### config.mk
export PLATFORM = sky130hd
export DESIGN_NAME = data_mem_ctrl_flat
export DESIGN_NICKNAME = d
export VERILOG_FILES = /design/src/rtl/data_mem_ctrl_if.sv /design/src/rtl/data_mem_ctrl.sv /design/src/flat_wrapper.sv
export SDC_FILE = /design/constraint.sdc
export NUM_CORES = 2
export LEC_CHECK = 0
export CAP_MARGIN = 10
export CORE_MARGIN = 2
export CORE_UTILIZATION = 62
export DETAILED_ROUTE_END_ITERATION = 8
export HOLD_SLACK_MARGIN = 0.06
export PLACE_DENSITY = 0.79
export REMOVE_ABC_BUFFERS = 1
export SYNTH_ARGS = -nofsm -noshare
export SYNTH_HDL_FRONTEND = slang
export SYNTH_SLANG_ARGS = --single-unit
### constraint.sdc
create_clock -name clk -period 4 [get_ports clk]
set_input_delay 1 -clock clk [delete_from_list [all_inputs] [get_ports clk]]
set_output_delay 1 -clock clk [all_outputs]
set_load 0.02 [all_outputs]
### src/rtl/data_mem_ctrl_if.sv
// Request/response handshake bundle between the load/store unit and the data memory.
// Master drives requests and rsp_ready; slave returns req_ready and the registered response.
interface data_mem_ctrl_if #(
   parameter int ADDR_BITS = 8
);
   logic                 req_valid;
   logic                 req_ready;
   logic [3:0]           req_op;
   logic [ADDR_BITS-1:0] req_addr;
   logic [31:0]          req_wdata;
   logic                 rsp_valid;
   logic                 rsp_ready;
   logic [31:0]          rsp_rdata;
   logic                 rsp_err;

   modport master (
      output req_valid, req_op, req_addr, req_wdata, rsp_ready,
      input  req_ready, rsp_valid, rsp_rdata, rsp_err
   );

   modport slave (
      input  req_valid, req_op, req_addr, req_wdata, rsp_ready,
      output req_ready, rsp_valid, rsp_rdata, rsp_err
   );
endinterface

### src/rtl/data_mem_ctrl.sv
// Big-endian byte-serial data memory: N+1 cycles per access (1 for NOP/error), one access in flight.
// req_ready only in IDLE; the response is held until rsp_ready.
module data_mem_ctrl #(
   parameter int ADDR_BITS   = 8,
   parameter int DEPTH       = 256,
   parameter int ALIGN_CHECK = 1
) (
   input  logic            clk,
   input  logic            rst,
   data_mem_ctrl_if.slave  bus,
   output logic            busy
);
   typedef enum logic [1:0] {IDLE, XFER, RESP} state_t;

   state_t               state_q, state_d;
   logic [3:0]           op_q;
   logic [ADDR_BITS-1:0] addr_q;
   logic [31:0]          wdata_q;
   logic [1:0]           last_q, cnt_q;
   logic [31:0]          acc_q, rdata_q;
   logic                 err_q;
   logic [7:0]           mem [DEPTH];

   // Request decode: last = N-1
   logic                 op_legal, op_nop, out_of_range, misaligned, req_err;
   logic [1:0]           last;
   logic [ADDR_BITS:0]   end_addr;

   always_comb begin
      op_legal = 1'b1;
      op_nop   = 1'b0;
      last     = 2'd0;
      case (bus.req_op)
         4'h0: op_nop = 1'b1;
         4'h1, 4'h4: last = 2'd3;
         4'h2, 4'h5, 4'h7: last = 2'd1;
         4'h3, 4'h6, 4'h8: last = 2'd0;
         default: op_legal = 1'b0;
      endcase
      end_addr     = {1'b0, bus.req_addr} + (ADDR_BITS+1)'(last);
      out_of_range = end_addr >= (ADDR_BITS+1)'(DEPTH);
      misaligned   = (ALIGN_CHECK != 0) &&
                     (((last == 2'd1) && bus.req_addr[0]) ||
                      ((last == 2'd3) && (bus.req_addr[1:0] != 2'b00)));
      req_err      = !op_legal || (!op_nop && (out_of_range || misaligned));
   end

   // Datapath for the byte being transferred this cycle
   logic                 is_load_q;
   logic [ADDR_BITS-1:0] idx;
   logic [1:0]           lane;
   logic [7:0]           rbyte, wbyte;
   logic [31:0]          acc_nx, ext;

   always_comb begin
      is_load_q = op_q[2] | op_q[3];
      idx       = addr_q + ADDR_BITS'(cnt_q);
      rbyte     = mem[idx];
      lane      = last_q - cnt_q;
      case (lane)
         2'd0:    wbyte = wdata_q[7:0];
         2'd1:    wbyte = wdata_q[15:8];
         2'd2:    wbyte = wdata_q[23:16];
         default: wbyte = wdata_q[31:24];
      endcase
      acc_nx = {acc_q[23:0], rbyte};
      case (op_q)
         4'h5:    ext = {{16{acc_nx[15]}}, acc_nx[15:0]};
         4'h7:    ext = {16'h0, acc_nx[15:0]};
         4'h6:    ext = {{24{acc_nx[7]}}, acc_nx[7:0]};
         4'h8:    ext = {24'h0, acc_nx[7:0]};
         default: ext = acc_nx;
      endcase
   end

   always_comb begin
      state_d       = state_q;
      bus.req_ready = (state_q == IDLE);
      bus.rsp_valid = (state_q == RESP);
      bus.rsp_rdata = rdata_q;
      bus.rsp_err   = err_q;
      busy          = (state_q != IDLE);
      case (state_q)
         IDLE: if (bus.req_valid) state_d = (req_err || op_nop) ? RESP : XFER;
         XFER: if (cnt_q == last_q) state_d = RESP;
         RESP: if (bus.rsp_ready) state_d = IDLE;
         default: state_d = IDLE;
      endcase
   end

   always_ff @(posedge clk or negedge rst) begin
      if (!rst) begin
         state_q <= IDLE;
         op_q    <= 4'h0;
         addr_q  <= '0;
         wdata_q <= 32'h0;
         last_q  <= 2'd0;
         cnt_q   <= 2'd0;
         acc_q   <= 32'h0;
         rdata_q <= 32'h0;
         err_q   <= 1'b0;
      end else begin
         state_q <= state_d;
         case (state_q)
            IDLE: if (bus.req_valid) begin
               op_q    <= bus.req_op;
               addr_q  <= bus.req_addr;
               wdata_q <= bus.req_wdata;
               last_q  <= last;
               cnt_q   <= 2'd0;
               acc_q   <= 32'h0;
               rdata_q <= 32'h0;
               err_q   <= req_err;
            end
            XFER: begin
               acc_q <= acc_nx;
               if (cnt_q == last_q) begin
                  if (is_load_q) rdata_q <= ext;
               end else begin
                  cnt_q <= cnt_q + 2'd1;
               end
            end
            default: ;
         endcase
      end
   end

   // Byte 3 carries the legacy boot value
   always_ff @(posedge clk or negedge rst) begin
      if (!rst) begin
         for (int i = 0; i < DEPTH; i++) mem[i] <= (i == 3) ? 8'h04 : 8'h00;
      end else if (state_q == XFER && !is_load_q) begin
         mem[idx] <= wbyte;
      end
   end
endmodule

### src/flat_wrapper.sv
// flat-port wrapper written by rule: the top's interface ports become plain ports
module data_mem_ctrl_flat 
#(
   parameter int ADDR_BITS   = 8,
   parameter int DEPTH       = 256,
   parameter int ALIGN_CHECK = 1
)
  (clk, rst, busy, bus_req_valid, bus_req_op, bus_req_addr, bus_req_wdata, bus_rsp_ready, bus_req_ready, bus_rsp_valid, bus_rsp_rdata, bus_rsp_err);
  data_mem_ctrl_if #(.ADDR_BITS(ADDR_BITS)) bus_i ();
  input  logic clk;
  input  logic rst;
  output logic busy;
  input wire logic [$bits(bus_i.req_valid)-1:0] bus_req_valid;
  input wire logic [$bits(bus_i.req_op)-1:0] bus_req_op;
  input wire logic [$bits(bus_i.req_addr)-1:0] bus_req_addr;
  input wire logic [$bits(bus_i.req_wdata)-1:0] bus_req_wdata;
  input wire logic [$bits(bus_i.rsp_ready)-1:0] bus_rsp_ready;
  output wire logic [$bits(bus_i.req_ready)-1:0] bus_req_ready;
  output wire logic [$bits(bus_i.rsp_valid)-1:0] bus_rsp_valid;
  output wire logic [$bits(bus_i.rsp_rdata)-1:0] bus_rsp_rdata;
  output wire logic [$bits(bus_i.rsp_err)-1:0] bus_rsp_err;
  assign bus_i.req_valid = bus_req_valid;
  assign bus_i.req_op = bus_req_op;
  assign bus_i.req_addr = bus_req_addr;
  assign bus_i.req_wdata = bus_req_wdata;
  assign bus_i.rsp_ready = bus_rsp_ready;
  assign bus_req_ready = bus_i.req_ready;
  assign bus_rsp_valid = bus_i.rsp_valid;
  assign bus_rsp_rdata = bus_i.rsp_rdata;
  assign bus_rsp_err = bus_i.rsp_err;
  data_mem_ctrl #(.ADDR_BITS(ADDR_BITS), .DEPTH(DEPTH), .ALIGN_CHECK(ALIGN_CHECK)) u_core (.clk(clk), .rst(rst), .bus(bus_i), .busy(busy));
endmodule
==> results.toml <==
[timing]
fin_crit_sh_pct = 101
slew_headroom_pct = 36.7
maxSlewViolCount = 0
setup_violations = 19
grt_setup_unrepaired = "true"
min_period_ps = 4060
max_freq_mhz = 246
tightest_slew_ps = 944
clock_skew_ps = 50.0
hold_viol = 0
layout_setup_ws_ps = -58.4

[synth]
ys_seq_area_share_pct = 56.6
synth_top_family_by_area = "simple AND/OR/NAND/NOR gates"
yosysWarnings = 0
yosys.area_share.simple_pct = 14.1
synth_seq_cells = 2155
ys.flop_type = "dfrtp_1"
syn_avg_cell_area_um2 = 10.3
synth_fa_ha_area_share_pct = 0.0736
synth-compound-area-share_pct = 12.4
synthCells = 9227
synth_edf_count = 0
synth_xor_area_share_pct = 0.0986
synthMuxAreaShare_pct = 13.3
synth_cell_types = 76
synth-async-reset-ratio_pct = 100
synth.cell_area_um2 = 95200

[critical_path]
crit_path_cell_trace = "ha_4, fa_4, buf_4, buf_12, nor2b_4, buf_12, nand3_1, a31oi_1, o21ai_1, a21oi_1, nor4b_4, buf_6, buf_4, buf_12, a32o_1"
cp_data_required_time_ps = 4760
critPathArrivalTime_ps = 4810
setup.worst_path.start_class = "flip-flop"
path_class = "reg2reg"
cp_slowest_cell = "fa_4"
max_stage_delay_ps = 640
cp_max_fo = 13
crit_top_cell = "buf_12"
crit_path_end_kind = "flip-flop"

[floorplanning]
die_w_um = 396
rows = 143
die-area_um2 = 157000
core-area_um2 = 152000
start_util_pct = 62.5
pin_count = 84
die_height_um = 396

[global_route]
grt_pass1_vias = 75300
grt_usage_pct = 36.9
grt-ovfl-total = 0
antenna_found_initial = 6
grt_pass1_wl_um = 444000
grt_start_max_net_pins = 152

[place]
placed_cell_area_um2 = 101000
dp_cells = 11100
gp_congestion = 0.948
port_buffers = 83
dp_hpwl_um = 181000
post-place-ws_ps = -188

[routing]
wire_per_inst_um = 25.1
ant_nets = 0
drtIter0Drc = 9940
vias = 75400
totalWireLength_um = 288000
via_per_inst = 6.57
dr.pass1.iters = 9
post-route-drc-count = 1

[power_and_ir_drop]
power_w = 0.0776
leakage_nw = 47.6
power-per-cell-area_nw_per_um2 = 716
ir_drop_mv = 1.01

[cells_and_area]
area_growth_pct = 13.9
layoutNonFillerInstCount = 11500
finish.instance_area_um2 = 108000
layout-drive-gt1-share_pct = 16.6
final_util_pct = 71.2
layout.nets = 9323

[outcome]
status = "finished with violations"
violations = "design-rule violations, negative setup slack"

[clock_network]
cts_tree = "built"
clock_path_buffers = 3
cts-root-buf = "clkbuf_16"
clock_latency_ps = 880
clkSinkCount = 2155
cts_max_level = 4
path_clk_slew_ps = 70
cts_buffers = 210

[worst_hold_path]
hold_class = "reg2reg"

[run]
max_cap_violations = 0
[metal layers]
metal	routed length (µm)	global-route usage (%)	vias to the layer above
li1	-	-	31900
met1	104000	48.9	37700
met2	132000	55.3	4795
met3	34600	10.6	997
met4	17800	20.6	12
met5	95	0.154	-
[power breakdown]
part,internal (W),switching [W],total (W)
Sequential,0.0233,0.00114,0.0245
Clock,0.0113,0.00880,0.0201
Combinational,0.0102,0.0229,0.0330
[registers in the layout, indices dropped and copies added (netlist names)]
register,cells
u_core.acc_q,24
u_core.state_q,2
u_core.bus.rsp_rdata,32
u_core.wdata_q,32
u_core.addr_q,8
u_core.op_q,4
u_core.cnt_q,2
u_core.mem,2048
u_core.last_q,2
u_core.bus.rsp_err,1
[repair_timing]
action                     CTS  global route
setup endpoints to repair   28           182
hold buffers                 1             0
buffers inserted             8            16
gates cloned                 1             9
hold endpoints to repair    15             0
pin swaps                    0             6
gates resized for setup      3            58
[placed cells by master (no fill, tap or decap), types with 8 or more instances in the layout]
| master | netlist | layout |
|---|---|---|
| a211oi_1 | 29 | 25 |
| a21oi_1 | 63 | 58 |
| a22oi_1 | 13 | 12 |
| a31o_1 | 17 | 17 |
| a31oi_1 | 19 | 17 |
| and3_1 | 15 | 15 |
| buf_12 | 0 | 104 |
| buf_4 | 35 | 387 |
| clkbuf_1 | 582 | 57 |
| clkbuf_16 | 0 | 220 |
| clkbuf_8 | 0 | 56 |
| clkdlybuf4s50_1 | 0 | 82 |
| clkinv_2 | 0 | 35 |
| dfrtp_1 | 2154 | 2154 |
| inv_1 | 8 | 8 |
| mux2_2 | 139 | 139 |
| mux2i_1 | 37 | 36 |
| mux4_2 | 477 | 477 |
| nand2_1 | 2956 | 2935 |
| nand2_2 | 0 | 21 |
| nand2b_1 | 9 | 9 |
| nand3_1 | 263 | 263 |
| nand4_1 | 16 | 16 |
| nor2_1 | 77 | 61 |
| nor2_2 | 0 | 12 |
| nor3_2 | 14 | 14 |
| o21a_1 | 10 | 10 |
| o21ai_0 | 1966 | 1963 |
| o21ai_4 | 0 | 8 |
| o31ai_1 | 21 | 21 |
[synthesized netlist by cell type (29+ instances only)]
master	number	area (µm²)
a211oi_1	29	218
a21oi_1	63	315
buf_1	41	154
buf_2	101	505
buf_4	35	263
clkbuf_1	582	2180
dfrtp_1	2154	53900
mux2_2	139	1570
mux2i_1	37	370
mux4_2	477	10700
nand2_1	2956	11100
nand3_1	263	1320
nor2_1	77	289
o21ai_0	1966	9840
[worst paths after layout]
path | startpoint | endpoint | slack [ps] | cells past startpoint
max in group asynchronous | rst | u_core.mem[520]$_DFFE_PN0P_ | 1910 | 4
max | u_core.cnt_q[0]$_DFFE_PN0P_ | u_core.bus.rsp_rdata[7]$_DFFE_PN0P_ | -60 | 15
min reg2reg | u_core.mem[1830]$_DFFE_PN0P_ | u_core.mem[1830]$_DFFE_PN0P_ | 470 | 2
max reg2reg | u_core.cnt_q[0]$_DFFE_PN0P_ | u_core.bus.rsp_rdata[7]$_DFFE_PN0P_ | -60 | 15
min in group asynchronous | rst | u_core.mem[1240]$_DFFE_PN0P_ | 660 | 2
min | u_core.mem[1830]$_DFFE_PN0P_ | u_core.mem[1830]$_DFFE_PN0P_ | 470 | 2
[final cells by class]
cell class	count	area, µm²
flip-flops and latches	2155	53900
fillers	9952	43900
multi-input cells	6301	38600
repair buffers	594	6280
clock buffers	324	6260
well taps	2030	2540
clock inverters	63	761
inverters	8	30.0
diodes	3	7.51
[cell families after synthesis]
family          count (synthesis)
compound gates               2238
buf+inv                       771
mux                           653
fa+ha+maj                       5
flops                        2155
simple gates                 3396
xor+xnor                        9
[metrics by stage]
step                setup TNS (ps)  hold WS (ps)
finish                        -371           475
global route                 -3730           494
CTS                              0           478
detailed placement           -4180           457
global placement             -1470           451
floorplan                        -           440
[critical path: cells and delay by family (launching register included)]
kind	cells	cell delay, ps
compound gates	4	1010
flops	1	410
simple gates	3	640
buf+inv	6	1000
fa+ha+maj	2	830
(Power assumes the default switching activity.)
